## config.mk

```make
export PLATFORM = sky130hd
export DESIGN_NAME = vending_machine
export DESIGN_NICKNAME = d
export VERILOG_FILES = /design/src/rtl/vending_pkg.sv /design/src/rtl/vending_machine_coin_adder.sv /design/src/rtl/vending_machine.sv
export SDC_FILE = /design/constraint.sdc
export NUM_CORES = 1
export LEC_CHECK = 0
export BUFFER_PORTS_ARGS = -buffer_cell sky130_fd_sc_hd__buf_4
export CORE_AREA = 5 5 42 44
export CTS_BUF_LIST = sky130_fd_sc_hd__clkbuf_8
export DETAILED_ROUTE_END_ITERATION = 8
export DIE_AREA = 0 0 47 49
export HOLD_SLACK_MARGIN = 0.02
export PLACE_DENSITY = 0.73
export SLEW_MARGIN = 20
export SYNTH_ARGS = -nofsm -noshare
export SYNTH_HDL_FRONTEND = slang
export SYNTH_SLANG_ARGS = --single-unit
```

## constraint.sdc

```tcl
create_clock -name clk -period 2.7 [get_ports clk]
set_input_delay 0.27 -clock clk [delete_from_list [all_inputs] [get_ports clk]]
set_output_delay 0.27 -clock clk [all_outputs]
set_load 0.05 [all_outputs]
```

## src/rtl/vending_pkg.sv

```systemverilog
// Shared constants and state encoding for the two-product drink vending controller.
package vending_pkg;
   localparam int PRICE       = 45;
   localparam int NICKEL_VAL  = 5;
   localparam int DIME_VAL    = 10;
   localparam int QUARTER_VAL = 25;
   localparam int CREDIT_W    = 6;

   typedef enum logic {
      COLLECT = 1'b0,
      READY   = 1'b1
   } state_e;
endpackage

```

## src/rtl/vending_machine_coin_adder.sv

```systemverilog
// Combinational coin summation with a credit add that saturates at the product price.
module coin_adder
   import vending_pkg::*;
(
   input  logic [CREDIT_W-1:0] credit_i,
   input  logic                quarter_i,
   input  logic                nickel_i,
   input  logic                dime_i,
   output logic [CREDIT_W-1:0] credit_o
);

   // One extra bit of headroom so credit plus a full coin sum can never wrap before clamping.
   localparam logic [CREDIT_W:0] QUARTER_W = (CREDIT_W+1)'(QUARTER_VAL);
   localparam logic [CREDIT_W:0] NICKEL_W  = (CREDIT_W+1)'(NICKEL_VAL);
   localparam logic [CREDIT_W:0] DIME_W    = (CREDIT_W+1)'(DIME_VAL);
   localparam logic [CREDIT_W:0] PRICE_W   = (CREDIT_W+1)'(PRICE);

   logic [CREDIT_W:0] coin_sum;
   logic [CREDIT_W:0] total;

   always_comb begin
      coin_sum = '0;
      if (quarter_i) coin_sum = coin_sum + QUARTER_W;
      if (nickel_i)  coin_sum = coin_sum + NICKEL_W;
      if (dime_i)    coin_sum = coin_sum + DIME_W;
      total    = {1'b0, credit_i} + coin_sum;
      credit_o = (total >= PRICE_W) ? PRICE_W[CREDIT_W-1:0] : total[CREDIT_W-1:0];
   end

endmodule

```

## src/rtl/vending_machine.sv

```systemverilog
// Coin-accumulating vend controller: credit register, COLLECT/READY state and one-cycle dispense pulses.
module vending_machine
   import vending_pkg::*;
(
   input  logic                clk,
   input  logic                rst_n,
   input  logic                quarter,
   input  logic                nickel,
   input  logic                dime,
   input  logic                soda,
   input  logic                diet,
   output logic                Give_soda,
   output logic                Give_diet,
   output logic [CREDIT_W-1:0] credit
);

   localparam logic [CREDIT_W-1:0] PRICE_C = CREDIT_W'(PRICE);

   logic [CREDIT_W-1:0] credit_q;
   logic [CREDIT_W-1:0] credit_d;
   logic                give_soda_q;
   logic                give_diet_q;
   state_e              state;

   coin_adder u_coin_adder (
      .credit_i  (credit_q),
      .quarter_i (quarter),
      .nickel_i  (nickel),
      .dime_i    (dime),
      .credit_o  (credit_d)
   );

   // Credit saturates at the price, so the state is simply "credit has reached the price".
   assign state = (credit_q >= PRICE_C) ? READY : COLLECT;

   always_ff @(posedge clk or negedge rst_n) begin
      if (!rst_n) begin
         credit_q    <= '0;
         give_soda_q <= 1'b0;
         give_diet_q <= 1'b0;
      end else begin
         give_soda_q <= 1'b0;
         give_diet_q <= 1'b0;
         case (state)
            READY: begin
               // Soda wins a simultaneous press; coins in the vend cycle are discarded.
               if (soda || diet) begin
                  credit_q    <= '0;
                  give_soda_q <= soda;
                  give_diet_q <= !soda;
               end else begin
                  credit_q <= credit_d;
               end
            end
            default: credit_q <= credit_d;
         endcase
      end
   end

   assign Give_soda = give_soda_q;
   assign Give_diet = give_diet_q;
   assign credit    = credit_q;

endmodule

```

### Word-level counts from Yosys, hierarchy flattened

Cells that the tools add are included.

| operators by class | value |
|---|---|
| add/sub/neg operators | 3 |
| $lt $le $gt $ge | 2 |
| mux-type cells | 11 |
| reduce and logical (&&, ||, !) cells | 2 |

Operator list:

| kind | count |
|---|---|
| $mux 6 | 3 |
| $mux 7 | 2 |
| $add 6x7->7 | 1 |
| $add 7x4->7 const B | 1 |
| $ge 7x6->1 const B | 1 |
| $add 5x3->6 const B | 1 |
| $ge 6x6->1 const B | 1 |
| $mux 1 | 5 |
| $mux 5 | 1 |
| $logic_not 1->1 | 1 |
| $logic_or 1x1->1 | 1 |

| storage, ports and cells | value |
|---|---|
| register bits | 8 |
| word-level logic and storage cells | 21 |
| input bits | 7 |

### Logic depth before layout (Yosys ltp)

| logic depth | value |
|---|---|
| depth after elaboration | 10 |
| mapped depth | 10 |

### Hierarchy

From an unflattened synthesis, not the netlist that was laid out.

| unflattened totals | value |
|---|---|
| cells, all modules | 89 |
| area, all modules | 823.3 µm² |

By module, submodules not included:

| module | area each (µm²) | cells each | instances | sequential area each (µm²) |
|---|---|---|---|---|
| coin_adder | 430.4 | 56 | 1 | 0.0 |
| vending_machine | 392.9 | 33 | 1 | 200.2 |

### Worst setup path before layout

OpenSTA, ideal clock, no wires.

| timing path | value |
|---|---|
| kind | flip-flop to flip-flop |
| from | register credit_q[0], in the netlist credit[0] |
| to | register credit_q[3], in the netlist credit[3] |
| data arrival time | 2.215 ns |
| data required time | 2.565 ns |
| setup slack | 0.349 ns |
| cell stages (with the launch flop) | 8 |
| setup time | 0.135 ns |
| clock period less this slack | 2.351 ns |
| cell sequence | dfrtp_1 ha_1 fa_1 a21o_2 a21oi_1 o21ai_0 a21oi_1 a21oi_1 |

| between the ends | value |
|---|---|
| longest elaborated chain between the ends | 5 |
| elaborated cells between the ends (all ways) | 7 |

RTL lines:

| what | RTL line | RTL |
|---|---|---|
| from (decl) | vending_machine.sv:19 | `logic [CREDIT_W-1:0] credit_q;` |
| from (signal assigned) | vending_machine.sv:52 | `credit_q <= credit_d;` |
| from (signal assigned) | vending_machine.sv:55 | `default: credit_q <= credit_d;` |
| $add 6x7->7 | vending_machine_coin_adder.sv:26 | `total = {1'b0, credit_i} + coin_sum;` |
| $ge 7x6->1 | vending_machine_coin_adder.sv:27 | `credit_o = (total >= PRICE_W) ? PRICE_W[CREDIT_W-1:0] : total[CREDIT_W-1:0];` |
| $mux 6 | vending_machine_coin_adder.sv:27 |  |
| $mux 6 | vending_machine.sv:47 | `if (soda \|\| diet) begin` |
| $mux 6 (*) | vending_machine.sv:44 | `case (state)` |

Mark *: on every way between the ends. The rest lies on a longest branch, timed or not.

### Worst setup path after layout

| timing path | value |
|---|---|
| from | input quarter |
| to | register credit_q[3], in the netlist credit[3] |

| between the ends | value |
|---|---|
| longest elaborated chain between the ends | 10 |

RTL lines:

| what | RTL line | RTL |
|---|---|---|
| from (decl) | vending_machine.sv:7 | `input logic quarter,` |
| $mux 5 (*) | vending_machine_coin_adder.sv:23 | `if (quarter_i) coin_sum = coin_sum + QUARTER_W;` |
| $add 5x3->6 | vending_machine_coin_adder.sv:24 | `if (nickel_i) coin_sum = coin_sum + NICKEL_W;` |
| $mux 7 (*) | vending_machine_coin_adder.sv:24 |  |
| $add 7x4->7 | vending_machine_coin_adder.sv:25 | `if (dime_i) coin_sum = coin_sum + DIME_W;` |
| $mux 7 (*) | vending_machine_coin_adder.sv:25 |  |
| $add 6x7->7 (*) | vending_machine_coin_adder.sv:26 |  |
| $ge 7x6->1 | vending_machine_coin_adder.sv:27 |  |
| $mux 6 (*) | vending_machine_coin_adder.sv:27 |  |
| $mux 6 | vending_machine.sv:47 |  |
| $mux 6 (*) | vending_machine.sv:44 |  |

Marks and branches as above.

==> flow_summary.toml <==
[clocking]
clk-insertion-delay-late_ns = 0.23
cts_buffers = 3
cts-root-buf = "clkbuf_8"
cts_max_level = 1
clock_path_buffers = 2
cts_tree = "yes"
post_cts_buffers = 0
cts_hold_buffers = 1
clock_sinks = 8
cts_resized = 0
clk_pin_slew_ns = 0.04

[critical_path]
path_max_fanout = 5
critPathLaunch = "quarter"
critical_path_depth = 11
regToRegStartpoint = "credit[0]"
critPathKind = "input pin to flip-flop"
crit_required_ns = 2.80
r2r_setup_slack_ns = 0.53
worst-path-buf-inv = 3
cpLargestDelayFamily = "compound AO/OA/AOI/OAI gates"
cp_data_arrival_time_ns = 2.36
cp-end-kind = "flip-flop"
path_common_cell = "a21oi_1"
timing.rr.end = "credit[3]"
worst_r2r_path_depth = 7
critical-path-max-stage-delay_ns = 0.41
crit_chain = "buf_4 -> inv_1 -> ha_1 -> inv_1 -> ha_1 -> fa_1 -> a21o_2 -> a21oi_1 -> o21ai_0 -> a21oi_1 -> a21oi_1"
crit_end = "credit[3]"
critPathLaunchType = "input pin"
crit_slowest_cell = "fa_1"

[floorplanning]
start_util_pct = 47.1
die_h_um = 49
coreArea_sq_um = 1400
ios = 15
die_width_um = 47
die-area_sq_um = 2300
fp-row-count = 14

[finish]
n_antenna_cell = 0
multi_input_area_sq_um = 438
area.growth.synth_to_final_pct = 27.3
mostFrequentLayoutCells = "buf_4, nor2_1, ha_1"
fill_cells = 132
seqCellArea_sq_um = 200
mostFrequentLayoutCell = "buf_4"
layout.nets = 111
drive_gt1_share_pct = 24.2

[sta]
finalMaxSlewViolations = 0
hold_viol_final = 0
hold_slack_ns = 0.215
slew_headroom_pct = 60.7
rsz0062_at_grt = "no"
tns_ns = 0
max_freq_mhz = 443
fin_worst_skew_ns = 0.00251
setup_viol = 0
finalCritPeriodShare_pct = 83.6
period_needed_ns = 2.26
tightest_slew_ns = 0.583

[yosys]
synth.ff_latch_count = 8
syn_inst = 73
synth_async_sr_flop_share_pct = 100
ys_seq_area_share_pct = 30.3
syn_nets = 91
dominantRegCellSynth = "dfrtp_1"
yosysUniqueCellTypes = 26
netlist_area_sq_um = 661
synth-edff-count = 0
syn_area_per_cell_sq_um = 9.05
yosys_warnings = 0

[flow_run]
maxCapViolations = 0

[grt]
gr-total-overflow = 0
antenna_found_initial = 0
grt_max_degree = 9
grt_pass1_wl_um = 2390
grt_pass1_vias = 569
grt_use_total_pct = 14.6

[power_and_ir_drop]
peakVddDrop_mv = 0.816
p_leak_nw = 0.420
power_density_nw_per_um2 = 1270

[route]
drc = 0
drt_iter0_drc = 8
ant_nets = 0
avgRoutedWirePerCell_um = 13.6
vias_per_cell = 5.39
num_vias = 577
dr.pass1.iters = 4
wl_um = 1450

[outcome]
outcome = "completed"

[hold_path]
hold_path.class = "input pin to flip-flop"

[placement]
portBuffers = 14
dp_hpwl_um = 1140
gp_congestion = 0.813
==> synthesized netlist by cell type (all sizes together) (2+ instances only) <==
cell / n / area [sq um]
ha: 10 / 125
o21ai: 6 / 30.0
xor2: 2 / 17.5
o211ai: 2 / 15.0
a21oi: 8 / 40.0
inv: 5 / 18.8
dfrtp: 8 / 200
nand2: 2 / 7.51
xnor2: 2 / 17.5
nor2: 13 / 48.8
==> registers in the layout, summed over array words and instances, names as in the netlist <==
name / flops
Give_diet: 1
credit: 6
Give_soda: 1
==> layer usage <==
layer	vias up	routed length, um	GRT usage (%)
met5	-	0	0
met4	0	19	4.61
met3	5	112	6.64
met2	18	702	23.1
met1	257	619	16.9
li1	297	-	-
==> worst register-to-register path: cells and delay by family, from the launching register on <==
family                   cells  cell delay [ns]
flip-flops                   1             0.40
adder cells (fa/ha/maj)      2             0.66
AO/OA/AOI/OAI                5             0.98
==> how the worst min path moves through the flow <==
stage,startpoint,to,slack (ns),cells past startpoint
after global placement,rst_n,credit[0],0.09,1
after floorplan,rst_n,Give_diet,-0.03,0
after global routing,soda,Give_diet,0.23,2
after detailed placement,rst_n,credit[2],0.09,1
after CTS,soda,Give_diet,0.22,2
final,soda,Give_diet,0.22,2
==> area by class of cell <==
cell class	count	share of cell area, %
clock buffers	3	4.91
inverters	5	2.23
multi-input cells	59	52.1
flip-flops and latches	8	23.8
well taps	16	2.38
repair buffers	16	14.6
==> kinds of logic (layout without fill, tap and decap cells) <==
| kind of cell | count (synthesis) | after routing | share of synthesized area (%) |
|---|---|---|---|
| adders and majority gates | 11 | 11 | 22.0 |
| xor gates and xnor gates | 4 | 4 | 5.30 |
| AOI/OAI and AO/OA | 22 | 22 | 22.5 |
| DFF | 8 | 8 | 30.3 |
| buffers and inverters | 6 | 24 | 3.41 |
| and+or+nand+nor | 22 | 22 | 16.5 |
==> power breakdown <==
part           total, mW  leakage (nW)  internal, mW  switching [mW]
sequential         0.214        0.0981         0.172          0.0424
clock              0.147        0.0216        0.0969          0.0503
combinational      0.709         0.301         0.273           0.435
==> metrics by stage <==
step           instance area [sq um]  instances  setup slack, ns  util [%]  power (mW)
4_1_cts                          841        107            0.481      60.0        1.07
6_report                         841        107            0.442      60.0        1.07
2_1_floorplan                    661         73            0.349         -       0.738
3_3_place_gp                     790        103            0.257      56.3       0.910
5_1_grt                          841        107            0.272      60.0        1.16
3_5_place_dp                     790        103            0.239      56.3       0.923
(Power assumes the default switching activity.)
